## config.mk

```make
export PLATFORM = sky130hd
export DESIGN_NAME = load_store_station
export DESIGN_NICKNAME = d
export VERILOG_FILES = /design/src/rtl/load_store_station.sv
export SDC_FILE = /design/constraint.sdc
export NUM_CORES = 1
export LEC_CHECK = 0
export BUFFER_PORTS_ARGS = -buffer_cell sky130_fd_sc_hd__buf_2
export CORE_UTILIZATION = 50
export CTS_CLUSTER_SIZE = 14
export DETAILED_ROUTE_END_ITERATION = 6
export GPL_ROUTABILITY_DRIVEN = 0
export GPL_TIMING_DRIVEN = 0
export MAX_ROUTING_LAYER = met4
export PLACE_DENSITY = 0.81
export SYNTH_ARGS = -nofsm -noshare
export SYNTH_HDL_FRONTEND = slang
export SYNTH_SLANG_ARGS = --single-unit
```

## constraint.sdc

```tcl
create_clock -name clk -period 3.8 [get_ports clk]
set_input_delay 0.57 -clock clk [delete_from_list [all_inputs] [get_ports clk]]
set_output_delay 0.57 -clock clk [all_outputs]
set_load 0.05 [all_outputs]
```

## src/rtl/load_store_station.sv

```systemverilog
// Load/store reservation station: a 4-entry in-order circular buffer.
// Memory ops are dispatched at the tail and issue strictly from the head.
// Source operands wake up on CDB broadcasts. Recovery squashes entries
// from the tail one at a time, youngest first.
module load_store_station (
    input  logic        clk,
    input  logic        rst,
    // dispatch side
    input  logic        dispatch,
    input  logic        mem_ren,
    input  logic        mem_wen,
    input  logic [15:0] immed,
    input  logic [3:0]  rob_in,
    input  logic [5:0]  p_rd_in,
    input  logic [5:0]  p_rs_in,
    input  logic [5:0]  p_rt_in,
    input  logic        rs_rdy_in,
    input  logic        rt_rdy_in,
    // wakeup
    input  logic        cdb_valid,
    input  logic [5:0]  cdb_p_rd,
    // backpressure
    input  logic        sq_full,
    input  logic        stall_hazard,
    // recovery
    input  logic        recover,
    input  logic [3:0]  rec_rob,
    // issue side
    output logic        lss_full,
    output logic        issue,
    output logic        mem_ren_out,
    output logic        mem_wen_out,
    output logic [15:0] immed_out,
    output logic [3:0]  rob_out,
    output logic [5:0]  p_rd_out,
    output logic [5:0]  p_rs_out,
    output logic [5:0]  p_rt_out
);

    localparam int DEPTH = 4;

    // Data carried by an entry that only matters while the entry is valid.
    typedef struct packed {
        logic        mem_ren;
        logic        mem_wen;
        logic [15:0] immed;
        logic [3:0]  rob;
        logic [5:0]  p_rd;
        logic [5:0]  p_rs;
        logic [5:0]  p_rt;
    } payload_t;

    logic [1:0]       head_q, head_d;
    logic [1:0]       tail_q, tail_d;
    logic [2:0]       count_q, count_d;
    logic [DEPTH-1:0] valid_q, valid_d;
    logic [DEPTH-1:0] rs_rdy_q, rs_rdy_d;
    logic [DEPTH-1:0] rt_rdy_q, rt_rdy_d;
    payload_t         payload_q [DEPTH];
    payload_t         payload_d [DEPTH];

    logic [1:0] tail_m1;
    payload_t   head_p;
    logic       head_valid;
    logic       head_is_store;
    logic       operands_ready;
    logic       disp_acc;
    logic       rec_acc;
    logic       pop_squashed;
    logic       pop;

    // Head decode, issue decision and the accept/squash/pop qualifiers.
    always_comb begin
        tail_m1        = tail_q - 2'd1;
        head_p         = payload_q[head_q];
        head_valid     = valid_q[head_q];
        head_is_store  = head_p.mem_wen;
        // Loads need only the base register; stores also need the data.
        operands_ready = rs_rdy_q[head_q] && (!head_is_store || rt_rdy_q[head_q]);

        issue = head_valid && operands_ready && !stall_hazard && !recover
                && !(head_is_store && sq_full);

        lss_full = (count_q == 3'd4);
        disp_acc = dispatch && !lss_full && !recover;
        rec_acc  = recover && (count_q != 3'd0) && (payload_q[tail_m1].rob == rec_rob);

        // A squashed entry left at the head is retired silently. Held off
        // during recovery so the count never moves twice in one cycle.
        pop_squashed = (count_q != 3'd0) && !head_valid && !recover;
        pop          = issue || pop_squashed;
    end

    // Gate memory strobes so nothing downstream sees a request without issue.
    always_comb begin
        mem_ren_out = issue && head_p.mem_ren;
        mem_wen_out = issue && head_p.mem_wen;
        immed_out   = head_p.immed;
        rob_out     = head_p.rob;
        p_rd_out    = head_p.p_rd;
        p_rs_out    = head_p.p_rs;
        p_rt_out    = head_p.p_rt;
    end

    // Next-state: wakeup, pop at head, write at tail, squash at tail.
    always_comb begin
        // NOTE: every variable gets a default first so no path infers a latch.
        head_d    = head_q;
        tail_d    = tail_q;
        valid_d   = valid_q;
        rs_rdy_d  = rs_rdy_q;
        rt_rdy_d  = rt_rdy_q;
        payload_d = payload_q;

        if (cdb_valid) begin
            for (int i = 0; i < DEPTH; i++) begin
                if (valid_q[i] && payload_q[i].p_rs == cdb_p_rd) rs_rdy_d[i] = 1'b1;
                if (valid_q[i] && payload_q[i].p_rt == cdb_p_rd) rt_rdy_d[i] = 1'b1;
            end
        end

        if (pop) begin
            valid_d[head_q] = 1'b0;
            head_d          = head_q + 2'd1;
        end

        // The tail slot is never the head being popped: dispatch needs a free
        // slot, and issue needs a valid head, so count is strictly between.
        if (disp_acc) begin
            valid_d[tail_q]           = 1'b1;
            rs_rdy_d[tail_q]          = rs_rdy_in || (cdb_valid && cdb_p_rd == p_rs_in);
            rt_rdy_d[tail_q]          = rt_rdy_in || (cdb_valid && cdb_p_rd == p_rt_in);
            payload_d[tail_q].mem_ren = mem_ren;
            payload_d[tail_q].mem_wen = mem_wen;
            payload_d[tail_q].immed   = immed;
            payload_d[tail_q].rob     = rob_in;
            payload_d[tail_q].p_rd    = p_rd_in;
            payload_d[tail_q].p_rs    = p_rs_in;
            payload_d[tail_q].p_rt    = p_rt_in;
            tail_d                    = tail_q + 2'd1;
        end

        // Dispatch and issue are both blocked by recover, so this is exclusive.
        if (rec_acc) begin
            valid_d[tail_m1] = 1'b0;
            tail_d           = tail_m1;
        end

        count_d = count_q + {2'b00, disp_acc} - {2'b00, pop} - {2'b00, rec_acc};
    end

    // Control state: pointers, occupancy and per-entry valid/ready bits.
    always_ff @(posedge clk or negedge rst) begin
        if (!rst) begin
            head_q   <= '0;
            tail_q   <= '0;
            count_q  <= '0;
            valid_q  <= '0;
            rs_rdy_q <= '0;
            rt_rdy_q <= '0;
        end else begin
            // NOTE: non-blocking assignments so every flop samples pre-edge values.
            head_q   <= head_d;
            tail_q   <= tail_d;
            count_q  <= count_d;
            valid_q  <= valid_d;
            rs_rdy_q <= rs_rdy_d;
            rt_rdy_q <= rt_rdy_d;
        end
    end

    // Entry payload storage.
    // NOTE: payload is left unreset; it is only observed behind a valid bit.
    always_ff @(posedge clk) begin
        for (int i = 0; i < DEPTH; i++) begin
            payload_q[i] <= payload_d[i];
        end
    end

endmodule

```

==> results summary <==
The flow ran to the end, and the final reports show no timing, DRC or antenna violations. Entering global routing, the biggest net connects 36 pins. STA puts the critical path data arrival time at 3920 ps. Summing the areas of all fa, ha and maj instances in the mapped netlist gives 2.31% of the synthesized area. For this block, the initial DRC count from the detailed router was 395.

The core box area came out at 15300 sq um. Setup repair after global routing left no endpoint under its margin. In the final design database the tool counted 638 nets. The path class of the tightest hold or removal check is primary input to async pin. The floorplan has 45 rows. The met1 global-route usage came out at 27.1%. After Yosys synthesis, and, or, nand and nor cells account for 4.74% of the synthesized area.

The final layout contains routed wiring with a total length of 17000 microns. The post-placement cell area is 8730 sq um. The final worst-path cycle share is 94.0%. For this design the top-level I/O count stands at 101. The final global-route overflow total came out at 0. From bottom edge to top edge, the die measures 128 microns. The final cell area excluding filler cells is 9310 sq um. The placed instance count came out at 757.

The cell sitting at the root of the clock tree is a sky130_fd_sc_hd__clkbuf_16. The number of clock buffers added by TritonCTS is 17. In the global route stage, met3 resource usage came out at 6.39%. In this run the most used layer during global routing was met2. The post-CTS repair timing setup buffer count came out at 0. The global routing usage summed across all routing layers came out at 23.3%. The number of buffers inserted by hold repair at cts came out at 0. Before antenna repair, the detailed router went through 5 iterations. The library cell used most frequently in the layout, excluding fill and tap cells, is sky130_fd_sc_hd__edfxtp_1.

The first global-routing pass estimated 26600 microns of wire. The combinational family with the most area after synthesis is multiplexers. The count of endpoints failing hold in the final timing report came out at 0. Along the worst path, the maximum fanout reaches 5. The number of synthesis warnings is 0.

In this run the power density over the cells is 791 nW/um^2. The setup violation total in the final timing report is 0. The DRC violation count after routing came out at 0. The clock transition time at the flip-flop clock pins of the worst setup and hold paths is 70 ps. At the pin with the least slew margin, the transition time is 1230 ps. The cell area that synthesis handed to floorplanning was 7920 sq um. The initial antenna violation count came out at 2. The number of global-route vias before repair came out at 4877. For this run, the register share of the synthesized area comes to 66.7%. The synthesized net count is 521.

The stage delay of the slowest cell on the critical path came out at 490 ps. The final number of max-transition violations is 0. The total of buffers placed on input and output ports is 94. The filler cells instantiated in the layout total 1151. The number of nets with antenna violations after routing came out at 0. The endpoint required time on the critical path came out at 4150 ps. The largest individual stage delay along the critical path comes from the cell sky130_fd_sc_hd__fa_1.

The worst setup path is captured at a register. The clock tree skew after final layout is 6.76 ps. Detailed routing inserted a total of 4509 vias. The proportion of synthesized area in mux cells is 13.5%. The worst-case IR drop observed on VDD is 577 uV. The die width came out at 128 microns. A synthesized cell averages 17.7 sq um. In the final routed layout, each cell accounts on average for 21.4 microns.

After detailed routing, the number of vias per cell comes to 5.69. The top cell types in the final layout, fill and taps aside, are sky130_fd_sc_hd__edfxtp_1 (160), sky130_fd_sc_hd__buf_2 (103), sky130_fd_sc_hd__xor2_1 (54). The count of maximum capacitance violations came out at 0.

The relative max-transition margin came out at 17.9%. The post-cts sizing count came out at 0. The number of sinks driven by the clock tree came out at 179. The highest clock frequency the design can meet came out at 280 MHz. The die covers 16300 sq um.

The pre-CTS worst setup slack came out at 278 ps. The xor and xnor area share after synthesis is 7.41%. The critical path is of the register to register type.

The overall power of the completed layout is 7.36 mW. In this run, distinct cell masters in the synthesized netlist total 36. The fraction of the mapped netlist area in compound gates is 3.16%.

The met2 usage in global routing came out at 39.2%. The area added between synthesis and finish came out at 17.6%. The number of storage elements in the synthesis netlist is 179. STA classifies the critical path startpoint as a register. The HPWL after detailed placement is 11400 microns.

The total number of H-tree levels came out at 4. The total leakage power came out at 3.41 nW. The share of post-route cells with drive strength above 1 came out at 33.2%. TritonCTS built the clock tree.

In this run the deepest clock path goes through 2 buffers. The signal on the critical path passes through buf_2 > inv_1 > ha_1 > mux4_2 > xnor2_1 > nand3_1 > nor2_1 > fa_1 > inv_1 > ha_1 > ha_1 > xnor2_1 > xnor2_1. The gate count after technology mapping is 448. At the later pin of the worst-skew pair, clock insertion delay measures 430 ps. After layout, the worst setup slack is 228 ps.

For the finished layout, the period the worst path requires is 3570 ps. The final cell count without fillers is 792. The starting density of the core is 51.7%.
state kept, by name (all words and copies together), names as in the netlist:
register	cells
payload_q	160
count_q	3
rt_rdy_q	4
head_q	2
tail_q	2
rs_rdy_q	4
valid_q	4
Yosys cell counts:
cell,instances,area [sq um]
sky130_fd_sc_hd__edfxtp_1,160,4800
sky130_fd_sc_hd__xor2_1,54,473
sky130_fd_sc_hd__mux4_2,46,1040
sky130_fd_sc_hd__and2_1,26,163
sky130_fd_sc_hd__inv_1,20,75.1
sky130_fd_sc_hd__dfrtp_1,19,475
sky130_fd_sc_hd__ha_1,13,163
sky130_fd_sc_hd__xnor2_1,13,114
sky130_fd_sc_hd__nor3_1,10,50.1
sky130_fd_sc_hd__nor4_1,10,62.6
sky130_fd_sc_hd__a21oi_1,9,45.0
sky130_fd_sc_hd__buf_2,9,45.0
sky130_fd_sc_hd__nand2_1,9,33.8
sky130_fd_sc_hd__a221oi_1,8,70.1
sky130_fd_sc_hd__buf_1,5,18.8
sky130_fd_sc_hd__clkbuf_1,5,18.8
sky130_fd_sc_hd__a22oi_1,4,30.0
sky130_fd_sc_hd__nor2_1,4,15.0
sky130_fd_sc_hd__o21ai_1,4,20.0
sky130_fd_sc_hd__mux2i_1,2,20.0
sky130_fd_sc_hd__nand4_1,2,12.5
sky130_fd_sc_hd__nor3b_1,2,15.0
sky130_fd_sc_hd__a211oi_1,1,7.51
sky130_fd_sc_hd__a21bo_2,1,10.0
sky130_fd_sc_hd__a41oi_4,1,27.5
sky130_fd_sc_hd__and4_1,1,8.76
sky130_fd_sc_hd__buf_6,1,11.3
sky130_fd_sc_hd__fa_1,1,20.0
sky130_fd_sc_hd__mux2_4,1,15.0
sky130_fd_sc_hd__nand3_1,1,5.00
sky130_fd_sc_hd__nor3_2,1,10.0
sky130_fd_sc_hd__o21a_1,1,7.51
sky130_fd_sc_hd__o21bai_1,1,7.51
sky130_fd_sc_hd__o221ai_1,1,8.76
sky130_fd_sc_hd__o31a_1,1,8.76
sky130_fd_sc_hd__o31ai_1,1,7.51
final cells by class:
| class | count | area, sq um | share of cell area (%) |
|---|---|---|---|
| Inverter | 20 | 75.1 | 0.806 |
| Tap cell | 211 | 264 | 2.84 |
| Buffer | 20 | 93.8 | 1.01 |
| Multi-Input combinational cell | 229 | 2470 | 26.5 |
| Timing Repair Buffer | 98 | 551 | 5.91 |
| Sequential cell | 179 | 5280 | 56.7 |
| Clock buffer | 17 | 425 | 4.57 |
| Antenna cell | 3 | 7.51 | 0.0806 |
| Clock inverter | 15 | 146 | 1.57 |
cells by family (layout without fill, tap and decap cells):
family          after synthesis  count (layout)
simple gates                 66              66
mux                          49              49
other cells                   0               3
buf+inv                      40             170
fa+ha+maj                    14              14
compound gates               33              33
flops                       179             179
xor+xnor                     67              67
per-stage QoR:
stage / setup TNS [ps] / hold WS (ps) / utilization [%]
4_1_cts: 0 / 84.7 / 60.7
3_5_place_dp: 0 / 524 / 57.0
5_1_grt: 0 / 120 / 60.8
2_1_floorplan: 0 / 274 / -
6_report: 0 / 94.9 / 60.8
3_3_place_gp: -50370 / 502 / 56.5
power breakdown:
group	leakage (nW)	internal (mW)	switching (mW)
combinational	1.44	1.05	2.01
clock	0.283	0.924	0.776
sequential	1.68	2.46	0.147
path summary, 6_finish.rpt:
check	from	endpoint	slack (ps)	cells past startpoint
max in group asynchronous	rst	rs_rdy_q[2]$_DFF_PN0_	3370	1
max	tail_q[0]$_DFFE_PN0P_	count_q[2]$_DFF_PN0_	230	13
min in group clk	p_rd_in[3]	payload_q[135]$_DFFE_PP_	350	1
min reg2reg	rs_rdy_q[3]$_DFF_PN0_	rs_rdy_q[3]$_DFF_PN0_	540	2
min	rst	rt_rdy_q[1]$_DFF_PN0_	90	1
max reg2reg	tail_q[0]$_DFFE_PN0P_	count_q[2]$_DFF_PN0_	230	13
routing by layer:
layer	part of all wire, %	vias up
met5	0	-
li1	-	1981
met4	1.5	0
met3	7.8	24
met2	51	196
met1	39	2308
worst max-delay path: cells and delay by family, from the launching register on:
family,cells,cell delay [ps]
fa+ha+maj,4,1250
simple gates,2,590
buf+inv,3,450
xor+xnor,3,410
flops,1,410
mux,1,360
Power figures use the tool's default switching activity.
